$ cat src/rtl/jtag_pkg.sv
`default_nettype none
// ============================================================================
// Module      : jtag_pkg
// Description : Shared command/state encodings for the JTAG TAP sequencer.
// Revision    : 1.0
// ============================================================================
package jtag_pkg;

  localparam int TLR_TMS_ONES = 5;

  typedef enum logic [1:0] {
    OP_TLR_RESET = 2'd0,
    OP_SHIFT_IR  = 2'd1,
    OP_SHIFT_DR  = 2'd2,
    OP_RTI_WAIT  = 2'd3
  } jtag_op_t;

  // Each state names the TAP state reached on the edge that ends the cycle.
  typedef enum logic [3:0] {
    ST_INIT_TLR = 4'd0,
    ST_IDLE     = 4'd1,
    ST_SEL_DR   = 4'd2,
    ST_SEL_IR   = 4'd3,
    ST_CAPTURE  = 4'd4,
    ST_SHIFT    = 4'd5,
    ST_EXIT1    = 4'd6,
    ST_UPDATE   = 4'd7,
    ST_TLR      = 4'd8,
    ST_RTI_WAIT = 4'd9,
    ST_RESP     = 4'd10
  } jtag_seq_state_t;

endpackage
`default_nettype wire

$ cat src/rtl/jtag_tap_sequencer_shifter.sv
`default_nettype none
// ============================================================================
// Module      : jtag_bit_shifter
// Description : TDI serializer (MSB first) and left-shifting TDO capture.
// Revision    : 1.0
// ============================================================================
module jtag_bit_shifter #(
  parameter int DATA_WIDTH = 32,
  parameter int LEN_WIDTH  = $clog2(DATA_WIDTH) + 1
) (
  input  logic                  clk,
  input  logic                  reset,
  input  logic                  load,
  input  logic [LEN_WIDTH-1:0]  load_len,
  input  logic [DATA_WIDTH-1:0] load_data,
  input  logic                  shift_out,
  input  logic                  shift_in,
  input  logic                  serial_in,
  output logic                  serial_out,
  output logic [DATA_WIDTH-1:0] captured
);

  localparam logic [LEN_WIDTH-1:0] c_width = LEN_WIDTH'(DATA_WIDTH);

  logic [DATA_WIDTH-1:0] r_tx;
  logic [DATA_WIDTH-1:0] r_rx;
  logic [LEN_WIDTH-1:0]  w_align;

  // Pre-align so bit len-1 leaves first; capture starts empty so upper bits stay 0.
  assign w_align = c_width - load_len;

  always_ff @(posedge clk or posedge reset) begin
    if (reset) begin
      r_tx <= '0;
      r_rx <= '0;
    end else if (load) begin
      r_tx <= load_data << w_align;
      r_rx <= '0;
    end else begin
      if (shift_out) r_tx <= {r_tx[DATA_WIDTH-2:0], 1'b0};
      if (shift_in)  r_rx <= {r_rx[DATA_WIDTH-2:0], serial_in};
    end
  end

  assign serial_out = r_tx[DATA_WIDTH-1];
  assign captured   = r_rx;

endmodule
`default_nettype wire

$ cat src/rtl/jtag_tap_sequencer.sv
`default_nettype none
// ============================================================================
// Module      : jtag_tap_sequencer
// Description : Command-driven JTAG master generating registered TMS/TDI.
// Revision    : 1.0
// ============================================================================
module jtag_tap_sequencer
  import jtag_pkg::*;
#(
  parameter int DATA_WIDTH = 32,
  parameter int LEN_WIDTH  = $clog2(DATA_WIDTH) + 1
) (
  input  logic                  clk,
  input  logic                  reset,
  input  logic                  cmd_valid,
  output logic                  cmd_ready,
  input  logic [1:0]            cmd_op,
  input  logic [LEN_WIDTH-1:0]  cmd_len,
  input  logic [DATA_WIDTH-1:0] cmd_data,
  output logic                  rsp_valid,
  input  logic                  rsp_ready,
  output logic [DATA_WIDTH-1:0] rsp_data,
  output logic                  tms,
  output logic                  tdi,
  input  logic                  tdo,
  output logic                  busy
);

  localparam logic [LEN_WIDTH-1:0] c_max_len  = LEN_WIDTH'(DATA_WIDTH);
  localparam logic [LEN_WIDTH-1:0] c_tlr_ones = LEN_WIDTH'(TLR_TMS_ONES);
  localparam logic [LEN_WIDTH-1:0] c_one      = LEN_WIDTH'(1);

  jtag_seq_state_t      r_state, w_state_nxt;
  jtag_op_t             r_op, w_op;
  logic [LEN_WIDTH-1:0] r_cnt, w_cnt_nxt, w_len;
  logic                 r_tms, r_tdi, r_cap;
  logic                 w_tms_nxt, w_tdi_nxt, w_accept, w_tx_msb, w_shift;

  assign w_op      = jtag_op_t'(cmd_op);
  assign w_len     = (cmd_len > c_max_len) ? c_max_len : cmd_len;
  assign cmd_ready = (r_state == ST_IDLE);
  assign w_accept  = cmd_valid && cmd_ready;
  assign rsp_valid = (r_state == ST_RESP);
  assign busy      = (r_state != ST_IDLE);
  assign w_shift   = (r_state == ST_SHIFT);
  assign tms       = r_tms;
  assign tdi       = r_tdi;

  always_comb begin
    w_state_nxt = r_state;
    w_cnt_nxt   = r_cnt;
    case (r_state)
      ST_INIT_TLR: begin
        if (r_cnt == '0) w_state_nxt = ST_IDLE;
        else             w_cnt_nxt   = r_cnt - c_one;
      end
      ST_IDLE: begin
        if (w_accept) begin
          w_cnt_nxt = w_len;
          if (w_op == OP_TLR_RESET) begin
            w_state_nxt = ST_TLR;
            w_cnt_nxt   = c_tlr_ones;
          end else if (w_len == '0) begin
            w_state_nxt = ST_RESP;
          end else if (w_op == OP_RTI_WAIT) begin
            w_state_nxt = ST_RTI_WAIT;
          end else begin
            w_state_nxt = ST_SEL_DR;
          end
        end
      end
      ST_SEL_DR:  w_state_nxt = (r_op == OP_SHIFT_IR) ? ST_SEL_IR : ST_CAPTURE;
      ST_SEL_IR:  w_state_nxt = ST_CAPTURE;
      ST_CAPTURE: w_state_nxt = ST_SHIFT;
      ST_SHIFT: begin
        w_cnt_nxt = r_cnt - c_one;
        if (r_cnt == c_one) w_state_nxt = ST_EXIT1;
      end
      ST_EXIT1:   w_state_nxt = ST_UPDATE;
      // Single TMS=0 cycle back into Run-Test/Idle before responding.
      ST_UPDATE: begin
        w_state_nxt = ST_RTI_WAIT;
        w_cnt_nxt   = c_one;
      end
      ST_TLR: begin
        if (r_cnt == c_one) begin
          w_state_nxt = ST_RTI_WAIT;
          w_cnt_nxt   = c_one;
        end else begin
          w_cnt_nxt = r_cnt - c_one;
        end
      end
      ST_RTI_WAIT: begin
        if (r_cnt == c_one) w_state_nxt = ST_RESP;
        else                w_cnt_nxt   = r_cnt - c_one;
      end
      ST_RESP:    if (rsp_ready) w_state_nxt = ST_IDLE;
      default:    w_state_nxt = ST_INIT_TLR;
    endcase

    case (w_state_nxt)
      ST_INIT_TLR: w_tms_nxt = (w_cnt_nxt != '0);
      ST_SEL_DR, ST_SEL_IR, ST_EXIT1, ST_UPDATE, ST_TLR: w_tms_nxt = 1'b1;
      default:     w_tms_nxt = 1'b0;
    endcase

    // Data bits land on the cycles following each SHIFT-state cycle.
    w_tdi_nxt = w_shift && w_tx_msb;
  end

  always_ff @(posedge clk or posedge reset) begin
    if (reset) begin
      r_state <= ST_INIT_TLR;
      r_cnt   <= c_tlr_ones;
      r_op    <= OP_TLR_RESET;
      r_tms   <= 1'b1;
      r_tdi   <= 1'b0;
      r_cap   <= 1'b0;
    end else begin
      r_state <= w_state_nxt;
      r_cnt   <= w_cnt_nxt;
      r_tms   <= w_tms_nxt;
      r_tdi   <= w_tdi_nxt;
      r_cap   <= w_shift;
      if (w_accept) r_op <= w_op;
    end
  end

  jtag_bit_shifter #(
    .DATA_WIDTH (DATA_WIDTH),
    .LEN_WIDTH  (LEN_WIDTH)
  ) u_shifter (
    .clk        (clk),
    .reset      (reset),
    .load       (w_accept),
    .load_len   (w_len),
    .load_data  (cmd_data),
    .shift_out  (w_shift),
    .shift_in   (r_cap),
    .serial_in  (tdo),
    .serial_out (w_tx_msb),
    .captured   (rsp_data)
  );

endmodule
`default_nettype wire

$ cat config.mk
export PLATFORM = sky130hd
export DESIGN_NAME = jtag_tap_sequencer
export DESIGN_NICKNAME = d
export VERILOG_FILES = /design/src/rtl/jtag_pkg.sv /design/src/rtl/jtag_tap_sequencer_shifter.sv /design/src/rtl/jtag_tap_sequencer.sv
export SDC_FILE = /design/constraint.sdc
export NUM_CORES = 1
export LEC_CHECK = 0
export CAP_MARGIN = 15
export CORE_MARGIN = 2
export CORE_UTILIZATION = 60
export CTS_CLUSTER_DIAMETER = 80
export DETAILED_ROUTE_END_ITERATION = 12
export GPL_ROUTABILITY_DRIVEN = 0
export PLACE_DENSITY_LB_ADDON = 0.3
export SLEW_MARGIN = 40
export SYNTH_ARGS = -nofsm -noshare
export SYNTH_HDL_FRONTEND = slang
export SYNTH_HIERARCHICAL = 1
export SYNTH_SLANG_ARGS = --single-unit
$ cat constraint.sdc
create_clock -name clk -period 5.24 [get_ports clk]
set_clock_uncertainty 0.05 [all_clocks]
set_input_delay 1.048 -clock clk [delete_from_list [all_inputs] [get_ports clk]]
set_output_delay 1.048 -clock clk [all_outputs]
set_load 0.02 [all_outputs]
==> out/results.ini, run 1 <==
[routing]
routed-via-count = 5065
drt-total-wl_um = 14300
routedWlPerCell_um = 18.2
drtAntennaViolNets = 0
viasPerCell = 6.45
dr.max_layer_used = met4
drt_iter0_markers = 516
dr_wl_met2_um = 6980
drt_first_pass_iters = 8
route.met3.wl_um = 1070
wl_met1_um = 6090
drc_errors = 0

[floorplanning]
die_h_um = 103
coreArea_um2 = 9330
die_w_um = 103
io_pins = 82
start_util_pct = 62.5
design.die.area_um2 = 10500
rows = 35

[clock_tree]
cts_resized = 0
cts_tree = yes
clkTransAtPathRegs_ns = 0.09
root_buffer = clkbuf_8
cts.htree.levels = 3
clkLatencyLatePin_ns = 0.35
clock-sinks = 79
cts_setup_buffers = 0
numCtsBuffers = 9
cts_buffer_depth = 2
cts_hold_buf = 0

[critical_path]
reg2reg_from = r_state[1]
critical_path.max_fanout = 42
setup.worst_path.class = input pin to flop
crit_slowest_cell = clkdlybuf4s50_1
worstSetupStartpointType = input pin
max_stage_delay_ns = 0.66
crit_arrival_ns = 4.29
cp_top_family = buffers and inverters
worstSetupEndpointType = flop
worst-path-buf-inv = 3
cp-startpoint = cmd_len[5]
cp.required_ns = 5.43
crit_path_cell_trace = clkdlybuf4s50_1 > nor2b_1 > inv_1 > ha_1 > buf_4 > mux4_2 > mux4_2 > nor2b_1 > o32a_1

[outcome]
status = finished, final reports clean

[power_and_ir_drop]
p_int_uw = 1930
cellPowerDensity_nw_per_um2 = 484
power.total_uw = 3340
swShare_pct = 42.1
leakage_uw = 0.00279
power.share.sequential_pct = 33.2
ir_drop_v = 0.000293
comb_power_share_pct = 50.7
switchingPower_uw = 1410
clockPowerShare_pct = 16.1

[grt]
grt_pass1_wl_um = 23100
grtUsageTotal_pct = 27.9
grt.overflow.total = 0
grt_max_degree = 51
grt_antenna_before_repair = 0
grt_pass1_vias = 4624

[synth]
yosysTopAreaCell = dfrtp_1
ys.flop_type = dfrtp_1
yosysSeqAreaShare_pct = 34.0
ys_top_cells_by_area = dfrtp_1 (33%), mux4_2 (12%), mux2i_1 (8.6%)
avgSynthCellArea_um2 = 9.84
yosysWarnings = 6
synth-edff-count = 0
netlist_area_um2 = 5830
synth_nets = 641
synth_cells = 592
synth_top_area_share_pct = 32.6
ys_async_sr_fraction_pct = 100
ys_ff_latch = 79
yosys.cell_types.count = 75

[timing]
tns_ns = 0
final.period_utilization_pct = 78.1
slew_viol_final = 0
tightest_slew_ns = 0.840
fmax_mhz = 244
fin_crit_ns = 4.09
rsz0062_at_grt = false
setup_viol = 0
max_slew_margin_pct = 43.9
hold_violations = 0

[layout]
area_growth_pct = 18.3
antennaDiodeCount = 0
nNetsFinal = 700
final_layout_size_suffix_gt1_share_pct = 14.3
final_cell_area_um2 = 6890

[worst_hold_path]
hp-start = u_shifter/r_tx[8]
hp-class = flop to flop

[place]
place_hpwl_um = 10300
placed_area_um2 = 6650
portBuffers = 81

[flow_run]
maxCapViolCount = 0

[cell usage in the layout, fill, tap and decap left out, types with 3 or more instances in the layout]
cell type and count:
a211oi_1 12, a21oi_1 35, a2bb2oi_1 6, a311o_1 3, a311oi_1 8, a31oi_1 4, and3_1 6, buf_4 14
clkbuf_8 9, clkdlybuf4s50_1 81, dfrtp_1 76, dfstp_2 3, ha_1 4, inv_1 35, inv_2 5, mux2_1 5
mux2_2 7, mux2i_1 50, mux4_2 32, nand2_1 43, nand2b_1 6, nand3_1 3, nor2_1 66, nor2b_1 13
nor3_1 16, nor3b_1 4, nor4_1 3, o211ai_1 3, o21a_1 3, o21ai_0 8, o21ai_1 6, o22a_1 5
o22ai_1 4, o32a_1 16, or3_1 4, xnor2_1 4
[per-stage QoR]
stage | util, % | hold slack, ns | std cells | worst slack (ns)
after floorplan | - | 0.399 | 592 | 1.57
after global placement | 71.3 | 0.414 | 768 | 0.900
after detailed placement | 71.3 | 0.431 | 768 | 0.799
after CTS | 73.8 | 0.451 | 784 | 1.17
after global routing | 73.9 | 0.469 | 785 | 0.969
final | 73.9 | 0.450 | 785 | 1.15
[path summary, 6_finish.rpt]
check | end | cells after the start | slack [ns]
max in group asynchronous | u_shifter/r_tx[25] | 3 | 3.18
max | u_shifter/r_tx[16] | 9 | 1.15
min in group asynchronous | r_state[2] | 2 | 1.06
max reg2reg | u_shifter/r_tx[26] | 9 | 1.45
min reg2reg | u_shifter/r_tx[8] | 1 | 0.45
min | u_shifter/r_tx[8] | 1 | 0.45
[flip-flops by register name, summed over array words and instances (netlist names)]
register,count
u_shifter/r_tx,32
tms,1
tdi,1
r_op,2
r_state,4
r_cap,1
u_shifter/captured,32
r_cnt,6
[Yosys cell counts (4+ instances only)]
cell       instances
dfrtp_1           76
nor2_1            67
mux2i_1           50
nand2_1           43
inv_1             37
a21oi_1           35
mux4_2            32
clkbuf_1          19
nor3_1            16
o32a_1            16
nor2b_1           14
buf_2             13
a211oi_1          12
a311oi_1           8
o21ai_0            8
buf_6              7
mux2_2             7
a2bb2oi_1          6
and3_1             6
buf_1              6
nand2b_1           6
o21ai_1            6
mux2_1             5
o22a_1             5
xnor2_1            5
a31oi_1            4
ha_1               4
nor3b_1            4
o22ai_1            4
or3_1              4
[logic make-up after synthesis]
logic type / after synthesis / share of synthesized area (%)
buf+inv: 87 / 7.04
xor+xnor: 8 / 1.52
compound gates: 136 / 17.4
mux: 94 / 23.3
flops: 79 / 34.0
simple gates: 184 / 15.9
fa+ha+maj: 4 / 0.859
[worst reg2reg max path, cell delays in order (launching register included)]
cell and delay (ns):
dfrtp_1 0.65, or4b_1 0.72, inv_2 0.18, nand2_1 0.14
inv_2 0.65, nor3b_2 0.32, a32oi_2 0.07, buf_4 0.29
a311oi_1 0.42, o32a_1 0.24
[power by group through the flow]
stage	combinational, uW	sequential [uW]	clock [uW]
floorplan	1140	1130	0
detailed placement	1670	1120	0
global route	1830	1140	570
CTS	1680	1110	544
finish	1690	1110	537
global placement	1600	1100	0
[cell type report]
type                    count  area, um^2
inverters                  40         150
flip-flops and latches     79        1980
well taps                 129         161
repair buffers             95         916
multi-input cells         426        3450
clock inverters             7         109
clock buffers               9         124
fillers                   673        2430
[per-layer routing]
layer	track usage, %	up-vias
li1	-	2317
met1	40.5	2474
met2	44.5	252
met3	4.34	22
met4	6.26	0
met5	0	-
Power figures use the tool's default switching activity.
==> inputs of run 2 (changes only) <==
- CORE_UTILIZATION: 60 -> 56
- clock period: 5.24 -> 3.9 ns (I/O delays scaled with it)
==> out/results.ini, run 2 (synthesized netlist as in run 1, its figures left out) <==
[outcome]
status = finished, final reports clean

[flow_run]
maxCapViolCount = 0  ; unchanged

[grt]
grtUsageTotal_pct = 25.8  ; -2.1 points
grt_max_degree = 45  ; -12%
grt_pass1_vias = 4680  ; +1.2%
grt_antenna_before_repair = 0  ; unchanged
grt_pass1_wl_um = 23400  ; +0.95%
grt.overflow.total = 0  ; unchanged

[clock_tree]
cts_resized = 0  ; unchanged
root_buffer = clkbuf_8
cts_setup_buffers = 0  ; unchanged
numCtsBuffers = 9  ; unchanged
cts_buffer_depth = 2  ; unchanged
cts.htree.levels = 3  ; unchanged
cts_tree = yes
clkTransAtPathRegs_ns = 0.09  ; about the same
clock-sinks = 79  ; unchanged
cts_hold_buf = 0  ; unchanged
clkLatencyLatePin_ns = 0.36  ; about the same

[place]
placed_area_um2 = 6760  ; +1.7%
portBuffers = 81  ; unchanged
place_hpwl_um = 10200  ; -1.1%
dp_slack_ns = 0.204  ; -0.595 ns
dp_cells = 782  ; +1.8%

[layout]
final_cell_area_um2 = 6970  ; +1.1%
stdcell_count = 798  ; +1.7%
final_layout_size_suffix_gt1_share_pct = 15.1  ; +0.78 points
final_common_cell = clkdlybuf4s50_1
antennaDiodeCount = 0  ; unchanged
area_growth_pct = 19.6
fin_util_pct = 68.1  ; -5.8 points
nNetsFinal = 706  ; +0.86%
layout_common_cells = clkdlybuf4s50_1 (81), dfrtp_1 (75), nor2_1 (67)

[floorplanning]
rows = 37  ; +5.7%
start_util_pct = 57.0  ; -5.5 points
design.die.area_um2 = 11200  ; +6.9%
io_pins = 82  ; unchanged
die_h_um = 106  ; +3.4%
coreArea_um2 = 10200  ; +9.7%
die_w_um = 106  ; +3.4%

[critical_path]
setup.worst_path.class = flop to output port
crit_slowest_cell = dfrtp_1
reg2reg_depth = 8  ; -1
worstSetupEndpointType = output port
max_stage_delay_ns = 0.70  ; +0.04 ns
endpoint = cmd_ready
reg2reg_from = r_state[0]
cp-startpoint = r_state[0]
rrSetupSlack_ns = 0.77  ; -0.68 ns
r2r_end = u_shifter/r_tx[5]
worstSetupStartpointType = flop
crit_arrival_ns = 2.53  ; -1.76 ns
critical_path.max_fanout = 18  ; -57%
cp.required_ns = 3.07  ; -2.36 ns
crit_path_cell_trace = or4b_1 > inv_2 > clkdlybuf4s50_1

[timing]
slew_viol_final = 0  ; unchanged
setup_viol = 0  ; unchanged
fin_crit_ns = 3.36
worst_slack_ns = 0.539  ; -0.609 ns
tightest_slew_ns = 0.678  ; -0.162 ns
fmax_mhz = 298
final.period_utilization_pct = 86.2
max_slew_margin_pct = 54.7  ; +11 points
rsz0062_at_grt = false
tns_ns = 0  ; unchanged
hold_violations = 0  ; unchanged

[routing]
viasPerCell = 6.21  ; -3.7%
routedWlPerCell_um = 17.6  ; -3.6%
drt_iter0_markers = 518  ; +0.39%
drt-total-wl_um = 14000  ; -2.0%
routed-via-count = 4959  ; -2.1%
drt_first_pass_iters = 6  ; -2
drtAntennaViolNets = 0  ; unchanged
drc_errors = 0  ; unchanged

[power_and_ir_drop]
ir_drop_v = 0.000439  ; +50%
leakage_uw = 0.00282  ; +1.2%
cellPowerDensity_nw_per_um2 = 632  ; +31%

[worst_hold_path]
hp-class = flop to flop

[run 2: report_power, final]
part	switching (uW)	internal [uW]
Combinational	1220	1060
Clock	329	305
Sequential	304	1180
[run 2: critical path, delay by kind of cell (launching register included)]
| kind | cells | cell delay [ns] |
|---|---|---|
| buffers and inverters | 2 | 0.82 |
| DFF | 1 | 0.70 |
| and+or+nand+nor | 1 | 0.65 |
[run 2: stage by stage]
step / total power [uW] / hold slack, ns
2_1_floorplan: 3050 / 0.399
3_3_place_gp: 3670 / 0.414
3_5_place_dp: 3760 / 0.429
4_1_cts: 4400 / 0.449
5_1_grt: 4710 / 0.473
6_report: 4410 / 0.445
[run 2: metal layers]
layer,vias to the layer above,share of wire [%],GRT usage (%)
met5,-,0,0
met4,0,0.96,6.11
met3,12,7.0,4.60
met2,194,47,39.1
met1,2419,45,38.7
li1,2334,-,-
[run 2: layout make-up]
class	count	area, um^2
sequential	79	1980
tap	136	170
multi-input combinational	426	3450
timing repair buffer	101	1010
clock buffer	9	124
fill	772	3260
inverter	40	151
clock inverter	7	77.6
[run 2: worst min path at each step]
stage / start / endpoint / slack, ns / cells after the start
after floorplan: u_shifter/r_tx[0] / u_shifter/r_tx[0] / 0.40 / 2
after global placement: u_shifter/r_tx[0] / u_shifter/r_tx[0] / 0.41 / 2
after detailed placement: u_shifter/r_tx[0] / u_shifter/r_tx[0] / 0.43 / 2
after CTS: u_shifter/r_tx[4] / u_shifter/r_tx[4] / 0.45 / 2
after global routing: u_shifter/r_tx[27] / u_shifter/r_tx[27] / 0.47 / 1
final: u_shifter/r_tx[4] / u_shifter/r_tx[4] / 0.45 / 2
==> inputs of run 3 (changes only) <==
- CORE_UTILIZATION: 56 -> 50
- CTS_CLUSTER_SIZE: default -> 12
- TNS_END_PERCENT: default -> 1
==> out/results.ini, run 3 (synthesized netlist as in run 1, its figures left out) <==
[clock_tree]
cts_buffer_depth = 2  ; unchanged
cts_tree = yes
clkLatencyLatePin_ns = 0.34  ; -0.02 ns
clock-sinks = 79  ; unchanged
cts.htree.levels = 3  ; unchanged
root_buffer = clkbuf_16
numCtsBuffers = 9  ; unchanged
cts_resized = 0  ; unchanged
clkTransAtPathRegs_ns = 0.06  ; -0.03 ns
cts_setup_buffers = 0  ; unchanged
cts_hold_buf = 0  ; unchanged

[critical_path]
reg2reg_from = r_state[3]
crit_slowest_cell = mux4_2
r2r_end = u_shifter/r_tx[5]
worstSetupEndpointType = flop
reg2reg_depth = 8  ; unchanged
setup.worst_path.class = input pin to flop
crit_path_cell_trace = clkdlybuf4s50_1 > nor2b_1 > inv_1 > ha_1 > buf_12 > mux2i_1 > mux4_2 > and2_1 > a211oi_1 > o32a_1
cp.required_ns = 4.13  ; +1.06 ns
crit_arrival_ns = 3.55  ; +1.02 ns
max_stage_delay_ns = 0.54  ; -0.16 ns
worstSetupStartpointType = input pin
critical_path.max_fanout = 42  ; +24
rrSetupSlack_ns = 0.87  ; +0.10 ns

[power_and_ir_drop]
leakage_uw = 0.00286  ; +1.3%
cellPowerDensity_nw_per_um2 = 649  ; +2.6%
ir_drop_v = 0.000432  ; -1.5%
power.total_uw = 4590  ; +4.1%

[layout]
fill_cells = 940  ; +22%
area_growth_pct = 21.3
final_layout_size_suffix_gt1_share_pct = 15.3  ; +0.23 points
antennaDiodeCount = 0  ; unchanged
regArea_um2 = 1980  ; -0.13%
final_common_cell = clkdlybuf4s50_1
multi_input_area_um2 = 3450  ; unchanged
layout_common_cells = clkdlybuf4s50_1 (81), dfrtp_1 (75), nor2_1 (67)
nNetsFinal = 709  ; +0.42%
fin_util_pct = 61.9  ; -6.2 points

[timing]
final.period_utilization_pct = 85.3  ; -0.92 points
tightest_slew_ns = 0.645  ; -0.0331 ns
slew_viol_final = 0  ; unchanged
max_slew_margin_pct = 57.0  ; +2.3 points
tns_ns = 0  ; unchanged
hold_violations = 0  ; unchanged
rsz0062_at_grt = false
fin_crit_ns = 3.32  ; -0.0358 ns
setup_viol = 0  ; unchanged
fmax_mhz = 301  ; +1.1%

[routing]
drt_first_pass_iters = 5  ; -1
routed-via-count = 4948  ; -0.22%
drc_errors = 0  ; unchanged
drtAntennaViolNets = 0  ; unchanged
routedWlPerCell_um = 17.5  ; -0.29%
drt-total-wl_um = 14100  ; +0.96%
drt_iter0_markers = 497  ; -4.1%
viasPerCell = 6.12  ; -1.5%

[floorplanning]
design.die.area_um2 = 12500  ; +12%
rows = 39  ; +5.4%
start_util_pct = 51.0  ; -5.9 points
die_h_um = 112  ; +5.6%
io_pins = 82  ; unchanged
coreArea_um2 = 11400  ; +12%
die_w_um = 112  ; +5.6%

[grt]
grt_max_degree = 53  ; +18%
grt_antenna_before_repair = 0  ; unchanged
grt.overflow.total = 0  ; unchanged
grt_pass1_vias = 4704  ; +0.51%
grt_pass1_wl_um = 23300  ; about the same
grtUsageTotal_pct = 22.7  ; -3.1 points

[outcome]
status = finished, final reports clean

[worst_hold_path]
hp-start = u_shifter/r_tx[0]
hp-class = flop to flop
whs_path_depth = 2  ; unchanged
min_to = u_shifter/r_tx[0]

[place]
place_hpwl_um = 10400  ; +1.8%
portBuffers = 81  ; unchanged

[flow_run]
maxCapViolCount = 0  ; unchanged

run 3: changes by cell type in the layout (fill, tap and decap cells not counted), sizes merged:
cell and delta:
buf +3, clkbuf +2, clkinv -2, clkinvlp +2
bufinv -1, inv -1
run 3: how the worst max path moves through the flow:
| stage | cells after the start | end | startpoint | slack [ns] |
|---|---|---|---|---|
| floorplan | 11 | u_shifter/r_tx[16] | cmd_len[0] | 0.50 |
| global placement | 10 | u_shifter/r_tx[30] | cmd_len[1] | 0.35 |
| CTS | 10 | u_shifter/r_tx[30] | cmd_len[1] | 0.60 |
| finish | 10 | u_shifter/r_tx[30] | cmd_len[1] | 0.58 |
| detailed placement | 10 | u_shifter/r_tx[30] | cmd_len[1] | 0.25 |
| global route | 10 | u_shifter/r_tx[18] | cmd_len[1] | 0.44 |
run 3: metal layers:
metal | routed length (um) | track usage (%)
met1 | 6330 | 33.3
met2 | 6670 | 35.6
met3 | 1000 | 3.65
met4 | 144 | 5.93
met5 | 0 | 0
run 3: critical path, delay by kind of cell:
kind	cells	cell delay [ns]
compound gates	2	0.51
fa+ha+maj	1	0.31
simple gates	2	0.39
mux	2	0.73
buf+inv	3	0.81
run 3: cell type report:
cell class                 instances  area share [%]
inverter                          40            2.16
timing repair buffer             104            14.4
tap                              143            2.53
multi-input combinational        426            48.8
sequential                        79            28.0
clock inverter                     5           0.584
clock buffer                      11            3.43
run 3: report_power, final:
group          internal (uW)  switching, uW  leakage, uW  total (uW)
registers               1190            263     0.000998        1450
clock network            454            346     0.000133         801
logic                   1070           1270      0.00173        2340
run 3: metrics by stage:
step	std cells	hold slack, ns	instance area (um^2)	setup slack (ns)
global placement	792	0.411	6780	0.353
global route	808	0.456	7070	0.436
detailed placement	792	0.426	6790	0.249
floorplan	592	0.399	5830	0.496
finish	808	0.435	7070	0.575
CTS	808	0.438	7070	0.597
